`src/rtl/zero_detector_stim_serializer.sv`:
```
// Parallel-to-serial front end for the Mealy zero detector: valid/ready word in, one bit per clock out.
// Optional trailing even-parity bit per word when ZERO_DET_SER_PARITY_EN is defined.
module zero_detector_stim_serializer #(
  parameter int unsigned WIDTH     = 8,
  parameter bit          MSB_FIRST = 1'b1,
  parameter bit          IDLE_BIT  = 1'b1
) (
  input  logic             clk,
  input  logic             rst,
  input  logic [WIDTH-1:0] din,
  input  logic             din_valid,
  output logic             din_ready,
  output logic             x_out,
  output logic             x_valid,
  output logic             busy,
  output logic             done
);

  localparam int unsigned CNT_W = $clog2(WIDTH);

`ifdef ZERO_DET_SER_PARITY_EN
  typedef enum logic [1:0] {ST_IDLE, ST_SHIFT, ST_PARITY} state_t;
`else
  typedef enum logic [1:0] {ST_IDLE, ST_SHIFT} state_t;
`endif

  state_t             state_q, state_d;
  logic [WIDTH-1:0]   shreg_q, shreg_d;
  logic [CNT_W-1:0]   cnt_q, cnt_d;
  logic               x_out_q, x_out_d;
  logic               x_valid_q, x_valid_d;
  logic               busy_q, busy_d;
  logic               done_q, done_d;
  logic               accept;
  logic               load;
  logic               go_idle;
  logic               load_bit;
  logic [WIDTH-1:0]   load_rest;
  logic               next_bit;
  logic [WIDTH-1:0]   next_rest;
`ifdef ZERO_DET_SER_PARITY_EN
  logic               parity_q, parity_d;
`endif

  // Bit ordering: x_out holds the bit on the wire, shreg holds the bits still to send.
  always_comb begin
    if (MSB_FIRST) begin
      load_bit  = din[WIDTH-1];
      load_rest = din << 1;
      next_bit  = shreg_q[WIDTH-1];
      next_rest = shreg_q << 1;
    end else begin
      load_bit  = din[0];
      load_rest = din >> 1;
      next_bit  = shreg_q[0];
      next_rest = shreg_q >> 1;
    end
  end

  // Next-state and output logic.
  always_comb begin
    state_d   = state_q;
    shreg_d   = shreg_q;
    cnt_d     = cnt_q;
    x_out_d   = x_out_q;
    x_valid_d = x_valid_q;
    busy_d    = busy_q;
    done_d    = 1'b0;
    din_ready = 1'b0;
    load      = 1'b0;
    go_idle   = 1'b0;
`ifdef ZERO_DET_SER_PARITY_EN
    parity_d  = parity_q;
`endif

    case (state_q)
      ST_IDLE:   din_ready = 1'b1;
`ifdef ZERO_DET_SER_PARITY_EN
      ST_SHIFT:  din_ready = 1'b0;
      ST_PARITY: din_ready = 1'b1;
`else
      ST_SHIFT:  din_ready = (cnt_q == '0);
`endif
      default:   din_ready = 1'b0;
    endcase
    if (rst) din_ready = 1'b0;
    accept = din_valid && din_ready;

    case (state_q)
      ST_IDLE: begin
        if (accept) load = 1'b1;
        else        go_idle = 1'b1;
      end
      ST_SHIFT: begin
        if (cnt_q != '0) begin
          x_out_d = next_bit;
          shreg_d = next_rest;
          cnt_d   = cnt_q - CNT_W'(1);
`ifndef ZERO_DET_SER_PARITY_EN
          done_d  = (cnt_q == CNT_W'(1));
`endif
        end else begin
`ifdef ZERO_DET_SER_PARITY_EN
          state_d = ST_PARITY;
          x_out_d = parity_q;
          done_d  = 1'b1;
`else
          if (accept) load = 1'b1;
          else        go_idle = 1'b1;
`endif
        end
      end
`ifdef ZERO_DET_SER_PARITY_EN
      ST_PARITY: begin
        if (accept) load = 1'b1;
        else        go_idle = 1'b1;
      end
`endif
      default: go_idle = 1'b1;
    endcase

    if (load) begin
      state_d   = ST_SHIFT;
      shreg_d   = load_rest;
      cnt_d     = CNT_W'(WIDTH - 1);
      x_out_d   = load_bit;
      x_valid_d = 1'b1;
      busy_d    = 1'b1;
`ifdef ZERO_DET_SER_PARITY_EN
      parity_d  = ^din;
`endif
    end else if (go_idle) begin
      state_d   = ST_IDLE;
      x_out_d   = IDLE_BIT;
      x_valid_d = 1'b0;
      busy_d    = 1'b0;
    end
  end

  // State and output registers; reset drops any word in flight.
  always_ff @(posedge clk) begin
    if (rst) begin
      state_q   <= ST_IDLE;
      shreg_q   <= '0;
      cnt_q     <= '0;
      x_out_q   <= IDLE_BIT;
      x_valid_q <= 1'b0;
      busy_q    <= 1'b0;
      done_q    <= 1'b0;
`ifdef ZERO_DET_SER_PARITY_EN
      parity_q  <= 1'b0;
`endif
    end else begin
      state_q   <= state_d;
      shreg_q   <= shreg_d;
      cnt_q     <= cnt_d;
      x_out_q   <= x_out_d;
      x_valid_q <= x_valid_d;
      busy_q    <= busy_d;
      done_q    <= done_d;
`ifdef ZERO_DET_SER_PARITY_EN
      parity_q  <= parity_d;
`endif
    end
  end

  assign x_out   = x_out_q;
  assign x_valid = x_valid_q;
  assign busy    = busy_q;
  assign done    = done_q;

endmodule

```
`config.mk`:
```
export PLATFORM = sky130hd
export DESIGN_NAME = zero_detector_stim_serializer
export DESIGN_NICKNAME = d
export VERILOG_FILES = /design/src/rtl/zero_detector_stim_serializer.sv
export SDC_FILE = /design/constraint.sdc
export NUM_CORES = 1
export LEC_CHECK = 0
export CAP_MARGIN = 20
export CELL_PAD_IN_SITES_DETAIL_PLACEMENT = 1
export CELL_PAD_IN_SITES_GLOBAL_PLACEMENT = 2
export CORE_MARGIN = 4
export CORE_UTILIZATION = 31
export DETAILED_ROUTE_END_ITERATION = 8
export PLACE_DENSITY = 0.9
export SLEW_MARGIN = 20
export SYNTH_ARGS = -nofsm -noshare
export SYNTH_HDL_FRONTEND = slang
export SYNTH_SLANG_ARGS = --single-unit
```
`constraint.sdc`:
```
create_clock -name clk -period 3 [get_ports clk]
set_input_delay 0.3 -clock clk [delete_from_list [all_inputs] [get_ports clk]]
set_output_delay 0.3 -clock clk [all_outputs]
set_load 0.01 [all_outputs]
```
==> summary.md <==
| Metric | Value |
|---|---|
| Tmin final | 2280 ps |
| DP Wirelength | 1120 um |
| Die width | 54.9 um |
| Synth cell types | 20 |
| Met2 routed WL | 765 um |
| RSZ-0062 raised after global routing | false |
| Post-synth top area cell | dfxtp_1 |
| HP Class | flip-flop to flip-flop |
| Adder-Cell Fraction of Synth Area | 5.50% |
| DRT antenna net count | 0 |
| Crit path kind | flip-flop to primary output |
| Final Util | 42.5% |
| Worst Hold Margin | 469 ps |
| Seq/Total Area, Yosys | 38.2% |
| Simple-gate portion of the synthesized area | 15.4% |
| Startpoint Class | flip-flop |
| Gp weighted congestion | 0.702 |
| PD cells | 485 mW/mm^2 |
| DR WL met3 | 89 um |
| Worst Reg-to-Reg Cells | 5 |
| Max IR drop VDD | 0.000190 V |
| Starting Density | 33.7% |
| Ys flop type | dfxtp_1 |
| CTS Buffer Depth | 2 |
| Max Used Layer | met4 |
| Max_cap viols | 0 |
| Post-synth top cells | 13 x dfxtp_1, 9 x inv_1, 7 x a211oi_2 |
| Setup TNS | 0 ps |
| CTS tree | done |
| Full die area | 0.00301 sq mm |
| Main combinational cell family by area after synthesis | compound AO/OA/AOI/OAI gates |
| Cts bufs inserted | 3 |
| Hold EP | shreg_q[3] |
| Warnings, synthesis | 0 |
| Remaining DRCs | 0 |
| Worst Tran Pin Value | 603 ps |
| Post-synth EDFFs | 0 |
| Post-Syn Instances | 69 |
| Setup WS pre-CTS | 1040 ps |
| Asr flop ratio synth | 0% |
| Post-CTS Setup Bufs | 0 |
| Multiplexer area fraction after synthesis | 2.94% |
| Routed WL per cell | 14.4 um |
| Xor and xnor area share after synthesis | 0% |
| CTS H-tree depth | 1 |
| Die Y | 54.9 um |
| FP Rows | 16 |
| Final hold violation count | 0 |
| First-pass DRT Iterations | 4 |
| # diodes | 0 |
| Congestion Overflow GR | 0 |
| Synth Cell Area | 682 sq um |
| Final-report max-slew violation count | 0 |
| Met1 WL | 708 um |
| Clk_lat worst skew | 280 ps |
| Clock root cell | clkbuf_4 |
| Largest net degree at the start of global routing | 18 |
| Setup-failing EPs final | 0 |
| Reg clk slew, reported paths | 90 ps |
| Share of layout cells above drive strength 1 | 16.9% |
| Crit Path Max Fanout | 11 |
| Port bufs | 15 |
| P_leak | 0.330 nW |
| First-pass GRT wire length | 2520 um |
| R2R Setup Slk | 1600 ps |
| GRT Total Usage | 12.1% |
| Fin nets | 98 |
| Vias in the first global route | 570 |
| Rel. slew slack | 59.7% |
| Synth Area in Compound Gates | 26.8% |
| Most frequent cell after synthesis | dfxtp_1 |
| Status | finished clean |
| Share of the synthesized area in the top cell type | 38.2% |
| Number of synthesized register bits | 13 |
| Required @ worst endpoint | 2700 ps |
| CTS resizes | 0 |
| Reg2reg end | x_out |
| Vias | 531 |
| CTS Sinks | 13 |
| Worst hold stages | 2 |
| Synth area leaders | dfxtp_1 38%, a211oi_2 13%, a221oi_1 7.7% |
| Net Count, Synth | 83 |
| Fin crit share | 76.1% |
| # hold bufs at CTS | 0 |
| Critical Path End Type | primary output |
| Clock skew | 5.08 ps |
| Core Area | 0.00202 sq mm |
| Pwr Total | 0.417 mW |
| HP Start | shreg_q[2] |
| Total Routed Length | 1580 um |
| DR iter-0 viols | 1 |
| Initial antenna violation count | 0 |
| R2r startpoint | cnt_q[0] |
| Post-Syn Area per Cell | 9.88 sq um |
| P&R area growth vs syn | 25.9% |
| Ports | 16 |
| Vias/cell | 4.83 |
| F_max | 0.438 GHz |
| Arrival time of the worst setup path | 1980 ps |
| Final setup slack of the worst path | 716 ps |
==> sequential cells by signal, indices dropped and copies added, names as in the netlist <==
name,cells
cnt_q,3
busy,1
x_out,1
shreg_q,7
done,1
==> critical path, stage by stage (launching register included) <==
cell and delay, ps:
dfxtp_1 330, inv_1 100, ha_1 260, nand2b_4 130, and2_4 240, nor2_1 100
clkdlybuf4s50_1 540
==> per-layer routing <==
layer | global-route usage (%) | vias to the layer above
li1 | - | 273
met1 | 14.1 | 244
met2 | 20.1 | 12
met3 | 5.09 | 2
met4 | 3.64 | 0
met5 | 0 | -
==> per-stage QoR <==
stage / instances / cell area [sq um]
floorplan: 69 / 682
CTS: 110 / 858
finish: 110 / 858
global route: 110 / 858
detailed placement: 106 / 831
global placement: 106 / 831
==> where the power goes <==
part | internal (mW) | switching, mW
clock network | 0.0495 | 0.0610
logic | 0.0544 | 0.0510
registers | 0.189 | 0.0121
total | 0.293 | 0.124
==> cell families (layout without fill, tap and decap cells) <==
family / Yosys count / count (layout)
DFF: 13 / 13
and+or+nand+nor: 17 / 17
AOI/OAI and AO/OA: 19 / 19
adders and majority gates: 3 / 3
buffers and inverters: 15 / 29
muxes: 2 / 2
==> how the worst max path moves through the flow <==
stage                         from  cells after the start         to  slack, ps
after floorplan           cnt_q[0]                      7  din_ready       1460
after global placement    cnt_q[0]                      6  din_ready       1100
after detailed placement  cnt_q[0]                      6  din_ready       1040
after CTS                 cnt_q[0]                      6  din_ready        690
after global routing      cnt_q[0]                      6  din_ready        600
final                     cnt_q[0]                      6  din_ready        720
==> cell usage in the layout, fill, tap and decap left out, types with 3 or more instances in the layout <==
cell type        count
clkbuf_4             3
ha_1                 3
a211oi_2             7
dfxtp_1             13
inv_1                9
nor2b_1              6
clkdlybuf4s50_1     15
nor2_1               4
a211oi_1             4
a221oi_1             6
==> final cells by class <==
| type | instances | area, sq um |
|---|---|---|
| Multi-Input combinational cell | 41 | 345 |
| Timing Repair Buffer | 16 | 158 |
| Fill cell | 239 | 1160 |
| Sequential cell | 13 | 260 |
| Inverter | 9 | 33.8 |
| Clock buffer | 3 | 22.5 |
| Tap cell | 27 | 33.8 |
| Clock inverter | 1 | 5.00 |
(Power assumes the default switching activity.)
